$ cat src/rtl/serial_subtractor.sv
// Bit-serial WIDTH-bit unsigned subtractor (a - b), one full-subtractor cell,
// LSB first, with a start/busy/done handshake and registered results.
module serial_subtractor #(
  parameter int WIDTH = 8
) (
  input  logic             clk,
  input  logic             rst,
  input  logic             start,
  input  logic [WIDTH-1:0] a,
  input  logic [WIDTH-1:0] b,
  output logic             busy,
  output logic             done,
  output logic [WIDTH-1:0] diff,
  output logic             borrow_out
);

  localparam int CW = (WIDTH > 2) ? $clog2(WIDTH) : 1;
  localparam logic [CW-1:0] ONE_C  = CW'(1);
  localparam logic [CW-1:0] LAST_C = CW'(WIDTH - 1);

  typedef enum logic [1:0] {
    IDLE = 2'd0,
    RUN  = 2'd1,
    DONE = 2'd2
  } state_t;

  function automatic logic fs_diff(input logic ai, input logic bi, input logic br);
    return ai ^ bi ^ br;
  endfunction

  function automatic logic fs_borrow(input logic ai, input logic bi, input logic br);
    return (~ai & bi) | (~(ai ^ bi) & br);
  endfunction

  state_t           state_r, state_s;
  logic [WIDTH-1:0] a_sh_r, b_sh_r, res_r, diff_r;
  logic [CW-1:0]    cnt_r;
  logic             br_r, borrow_r, busy_r, done_r;
  logic             load_s, step_s, last_s, d_s, bnext_s;
  logic [WIDTH-1:0] res_next_s;

  assign d_s        = fs_diff(a_sh_r[0], b_sh_r[0], br_r);
  assign bnext_s    = fs_borrow(a_sh_r[0], b_sh_r[0], br_r);
  assign res_next_s = {d_s, res_r[WIDTH-1:1]};

  // Next-state and datapath control decode
  always_comb begin
    state_s = state_r;
    load_s  = 1'b0;
    step_s  = 1'b0;
    last_s  = 1'b0;
    case (state_r)
      IDLE, DONE: begin
        if (start) begin
          load_s  = 1'b1;
          state_s = RUN;
        end else begin
          state_s = IDLE;
        end
      end
      RUN: begin
        step_s = 1'b1;
        if (cnt_r == LAST_C) begin
          last_s  = 1'b1;
          state_s = DONE;
        end else begin
          state_s = RUN;
        end
      end
      default: state_s = IDLE;
    endcase
  end

  // State, operand shifters, borrow, counter and registered outputs
  always_ff @(posedge clk) begin
    if (rst) begin
      state_r  <= IDLE;
      a_sh_r   <= {WIDTH{1'b0}};
      b_sh_r   <= {WIDTH{1'b0}};
      res_r    <= {WIDTH{1'b0}};
      br_r     <= 1'b0;
      cnt_r    <= {CW{1'b0}};
      diff_r   <= {WIDTH{1'b0}};
      borrow_r <= 1'b0;
      busy_r   <= 1'b0;
      done_r   <= 1'b0;
    end else begin
      state_r <= state_s;
      // flags track the state being entered so they stay registered
      busy_r  <= (state_s == RUN);
      done_r  <= (state_s == DONE);
      if (load_s) begin
        a_sh_r <= a;
        b_sh_r <= b;
        br_r   <= 1'b0;
        cnt_r  <= {CW{1'b0}};
      end else if (step_s) begin
        a_sh_r <= {1'b0, a_sh_r[WIDTH-1:1]};
        b_sh_r <= {1'b0, b_sh_r[WIDTH-1:1]};
        res_r  <= res_next_s;
        br_r   <= bnext_s;
        cnt_r  <= cnt_r + ONE_C;
      end
      if (last_s) begin
        diff_r   <= res_next_s;
        borrow_r <= bnext_s;
      end
    end
  end

  assign busy       = busy_r;
  assign done       = done_r;
  assign diff       = diff_r;
  assign borrow_out = borrow_r;

endmodule

$ cat config.mk
export PLATFORM = sky130hd
export DESIGN_NAME = serial_subtractor
export DESIGN_NICKNAME = d
export VERILOG_FILES = /design/src/rtl/serial_subtractor.sv
export SDC_FILE = /design/constraint.sdc
export NUM_CORES = 1
export LEC_CHECK = 0
export BUFFER_PORTS_ARGS = -buffer_cell sky130_fd_sc_hd__buf_2
export CORE_ASPECT_RATIO = 0.75
export CORE_MARGIN = 2
export CORE_UTILIZATION = 53
export DETAILED_ROUTE_END_ITERATION = 7
export PLACE_DENSITY = 0.76
export REMOVE_ABC_BUFFERS = 1
export SLEW_MARGIN = 30
export SYNTH_ARGS = -nofsm -noshare
export SYNTH_HDL_FRONTEND = slang
export SYNTH_SLANG_ARGS = --single-unit
$ cat constraint.sdc
create_clock -name clk -period 1.5 [get_ports clk]
set_input_delay 0.075 -clock clk [delete_from_list [all_inputs] [get_ports clk]]
set_output_delay 0.075 -clock clk [all_outputs]
set_load 0.01 [all_outputs]
== Word level (Yosys, flattened, before mapping) ==
Cells that the tools add are included.

* Word-level logic and storage cells: 41
* Bits in latches: 0
* Memories kept: 0
* Register bits after elaboration: 41
* Output and inout bits: 11
* Bits in read-only memories: 0
* Memory bits (writable): 0
* Bits of input ports: 19

* Reduce and logical (&&, ||, !) cells: 5
* Multiplexer cells: 12
* Add/sub/neg operators: 1
* $mul: 0
* $lt $le $gt $ge: 0
* Equal/unequal tests: 5
* Div/mod/pow operators: 0
* Shift-type cells: 0
* Bitwise gates (word level): 8

{| class="wikitable"
|+ Operator list
! kind !! count
|-
| two-way mux 8 bit || 4
|-
| two-way mux 1 bit || 6
|-
| == test 2 x 1 -> 1 bit (second input constant) || 2
|-
| == test 2 bit (second input constant) || 2
|-
| one-hot mux 2 bit (2 select lines) || 1
|-
| OR reduction 2 bit || 2
|-
| adder 3 x 1 -> 3 bit (second input constant) || 1
|-
| == test 3 bit (second input constant) || 1
|-
| inverter 1 bit || 3
|-
| bitwise AND 1 bit || 2
|-
| zero test 2 bit || 1
|-
| two-way mux 2 bit || 1
|-
| AND reduction 2 bit || 1
|-
| nonzero test 2 bit || 1
|-
| bitwise XOR 1 bit || 2
|-
| bitwise OR 1 bit || 1
|}

== Depth between registers and ports, before layout ==
* Depth after elaboration: 5
* Gate-level depth with buffers: 5
* Gate-level depth less buffers: 5

== Least setup slack after synthesis ==
Ideal clock, no wire load.

* Path type: reg-to-reg
* From: register cnt_r[0]
* To: register busy_r (netlist: busy)
* Arrival time: 1.115 ns
* Path buffers: 1
* Setup slack: 0.258 ns
* Stages on the path, launching flop included: 6
* Cells stage by stage: dfxtp_1 ha_1 ha_1 buf_1 o21a_1 nor2_1

* Cells in the longest elaborated chain, start to end: 4

{| class="wikitable"
|+ RTL lines
! what !! RTL line !! source
|-
| from (decl) || 37 || <nowiki>logic [CW-1:0] cnt_r;</nowiki>
|-
| from (signal assigned) || 82 || <nowiki>cnt_r <= {CW{1'b0}};</nowiki>
|-
| from (signal assigned) || 96 || <nowiki>cnt_r <= {CW{1'b0}};</nowiki>
|-
| from (signal assigned) || 102 || <nowiki>cnt_r <= cnt_r + ONE_C;</nowiki>
|-
| == test 3 bit || 63 || <nowiki>if (cnt_r == LAST_C) begin</nowiki>
|-
| two-way mux 2 bit || 63 ||
|-
| one-hot mux 2 bit (2 select lines) || 52 || <nowiki>case (state_r)</nowiki>
|-
| == test 2 x 1 -> 1 bit || 90 || <nowiki>busy_r <= (state_s == RUN);</nowiki>
|-
| to (signal assigned) || 90 ||
|-
| to (decl) || 38 || <nowiki>logic br_r, borrow_r, busy_r, done_r;</nowiki>
|}

No other way between the ends.
A chain may end at the register's enable or synchronous reset.

== Worst setup path after layout ==
* From: register cnt_r[0]
* To: register diff_r[5] (netlist: diff[5])

* Cells in the longest elaborated chain, start to end: 3

{| class="wikitable"
|+ RTL lines
! what !! RTL line !! source
|-
| == test 3 bit || 63 ||
|-
| two-way mux 1 bit || 63 ||
|-
| two-way mux 1 bit || 52 ||
|-
| to (signal assigned) || 83 || <nowiki>diff_r <= {WIDTH{1'b0}};</nowiki>
|-
| to (signal assigned) || 105 || <nowiki>diff_r <= res_next_s;</nowiki>
|-
| to (decl) || 36 || <nowiki>logic [WIDTH-1:0] a_sh_r, b_sh_r, res_r, diff_r;</nowiki>
|}

No other way between the ends.

==> flow_metrics.tcl <==
set metrics [dict create \
    area_delta_synth_final_pct 17.66 \
    synthCells 184 \
    grt_pass1_vias 1205 \
    core_area_um2 2893 \
    slew_violations 0 \
    status "complete, no violations" \
    hold_viol 0 \
    htreeDepth 2 \
    setup_tns_ps 0 \
    cp.required_ps 1720 \
    viasPerCell 5.261 \
    clkPwrFrac_pct 34.3 \
    antenna_found_initial 0 \
    rsz0062_at_grt "no" \
    combPwrFrac_pct 11.0 \
    final_nets 236 \
    arrival_ps 1550 \
    clk-insertion-delay-late_ps 290 \
    vias 1331 \
    path_cells "ha_1 > ha_1 > nand3b_1 > nand2_1 > a21oi_1" \
    setup_violations 0 \
    rr_worst_depth 5 \
    ys_seq_area_share_pct 50.67 \
    ys_seq_elements 40 \
    cpPeakStageDelay_ps 330 \
    cts_inserted_buffers 5 \
    root_buffer "clkbuf_8" \
    syn_area_per_cell_um2 8.588 \
    p_int_mw 1.583 \
    post-place-ws_ps 159.7 \
    rr_endpoint "diff[5]" \
    drive_gt1_share_pct 21.40 \
    diodes 0 \
    rrSetupSlack_ps 170 \
    crit_slowest_cell "dfxtp_1" \
    syn_area_um2 1580 \
    cap_viol_max_count 0 \
    drc 0 \
    die_h_um 51.29 \
    path_class "register to register" \
    n_fill_cell 279 \
    hp-start "a[2]" \
    holdPathStages 3 \
    yosysWarnings 0 \
    switchingPower_uw 497.8 \
    grt_pass1_wl_um 5375 \
    num_io_pins 30 \
    r2r_start "cnt_r[0]" \
    wl_per_cell_um 12.33 \
    grt_util_all_layers_pct 21.30 \
    final_cell_mix "46 x nand2_1, 40 x dfxtp_1, 29 x buf_2" \
    clock_path_buffers 2 \
    layout_commonest_cell "nand2_1" \
    slew_headroom_pct 70.75 \
    power_frac_seq_pct 54.6 \
    clock_skew_ps 4.969 \
    drtIter0Drc 61 \
    start_kind "register" \
    timing_worst_slew_pin_value_ps 438.7 \
    clk_pin_slew_ps 70 \
    min_period_over_period_pct 88.55 \
    cts_sinks 40 \
    cts_setup_buffers 0 \
    dpl.hpwl_um 2221 \
    critPathMaxFanout 10 \
    p_sw_share_pct 23.92 \
    p_leak_nw 0.7435 \
    dr.pass1.iters 4 \
    timing.critical_path.mode_cell "ha_1" \
    peakVddDrop_mv 0.6098 \
    fmax_mhz 752.9 \
    cp-end-kind "register" \
    routed_wl_um 3120 \
    gp_routability_congestion 0.7286 \
    dieArea_um2 3439 \
    setup_ws_ps 171.8 \
    multiInputGateArea_um2 680.7 \
    period_needed_ps 1328 \
    row_count 17 \
    io_buffers 29 \
    grt_overflow 0 \
    grt_max_degree 28 \
    cts_resized 0 \
    cts_tree "done" \
    fp.dieW_um 67.05 \
    hold_path_class "input pin to register" \
    synth_cell_types 25 \
    hold_ws_ps 66.43 \
    postCtsHoldBufs 0 \
    start_util_pct 54.63 \
    ant_nets 0 \
    cellPowerDensity_nw_per_um2 1119 \
    holdPathEnd "a_sh_r[2]" \
    layout.area.seq_um2 800.8 \
]
[state kept, by name, indices dropped and copies added (netlist names)]
signal,flops
state_r,2
b_sh_r,8
br_r,1
diff,8
res_r,7
busy,1
borrow_out,1
cnt_r,3
done,1
a_sh_r,8
[worst max-delay path, delay by kind of cell (launching register included)]
kind / cells / cell delay [ps]
adder cells (fa/ha/maj): 2 / 390
flip-flops: 1 / 330
AO/OA/AOI/OAI: 1 / 150
AND/OR/NAND/NOR: 2 / 400
[cells by family (layout without fill, tap and decap cells)]
group	Yosys count	in the layout	share of synthesized area, %
buf+inv	18	49	6.255
mux	4	4	2.534
xor+xnor	1	1	0.5543
flops	40	40	50.67
fa+ha+maj	3	3	2.850
compound gates	35	35	15.28
simple gates	83	83	21.85
[routing by layer]
layer	share of wire, %	up-vias	global-route usage (%)
li1	-	688	-
met1	44	604	26.35
met2	49	32	34.16
met3	4.9	7	5.286
met4	2.1	0	11.22
met5	0	-	0
[cells in the mapped netlist]
cell | count | area share [%]
a2111oi_2 | 1 | 0.95
a21oi_1 | 18 | 5.7
a22oi_1 | 2 | 0.95
a311oi_1 | 13 | 7.2
and2b_1 | 1 | 0.48
buf_1 | 2 | 0.48
buf_2 | 6 | 1.9
buf_4 | 4 | 1.9
buf_6 | 1 | 0.71
clkbuf_1 | 2 | 0.48
clkbuf_2 | 1 | 0.32
dfxtp_1 | 40 | 51
fa_1 | 1 | 1.3
ha_1 | 2 | 1.6
inv_1 | 2 | 0.48
mux2i_1 | 4 | 2.5
nand2_1 | 46 | 11
nand2b_1 | 2 | 0.79
nand3_1 | 10 | 3.2
nand3b_1 | 1 | 0.48
nor2_1 | 17 | 4.0
nor2b_1 | 1 | 0.40
nor3_1 | 5 | 1.6
o21a_1 | 1 | 0.48
xnor2_1 | 1 | 0.55
[stage by stage]
| step | total power [mW] | utilization [%] | instance area, um^2 | cells |
|---|---|---|---|---|
| final | 2.081 | 64.27 | 1859 | 253 |
| after CTS | 2.102 | 64.27 | 1859 | 253 |
| after floorplan | 1.281 | - | 1489 | 168 |
| after global routing | 2.186 | 64.27 | 1859 | 253 |
| after global placement | 1.380 | 61.16 | 1769 | 245 |
| after detailed placement | 1.391 | 61.16 | 1769 | 245 |
[worst max-delay path by stage]
stage / start / end / slack, ps / cells after the start
after floorplan: state_r[0] / br_r / -50 / 3
after global placement: cnt_r[0] / diff[0] / 250 / 5
after detailed placement: cnt_r[0] / diff[4] / 160 / 5
after CTS: cnt_r[0] / diff[4] / 160 / 5
after global routing: cnt_r[0] / diff[4] / 2 / 5
final: cnt_r[0] / diff[5] / 170 / 5
[cell type report]
cell class                      instances  area share, %
Timing Repair Buffer                   39          12.52
Tap cell                               38          2.557
Sequential cell                        40          43.07
Inverter                                2         0.4038
Multi-Input combinational cell        126          36.61
Clock buffer                            8          4.845
[power by group through the flow]
stage	clock, mW	sequential [mW]	combinational [mW]
floorplan	0	1.15	0.126
global placement	0	1.16	0.223
detailed placement	0	1.16	0.230
CTS	0.734	1.14	0.231
global route	0.786	1.14	0.258
finish	0.714	1.14	0.230
(Power assumes the default switching activity.)
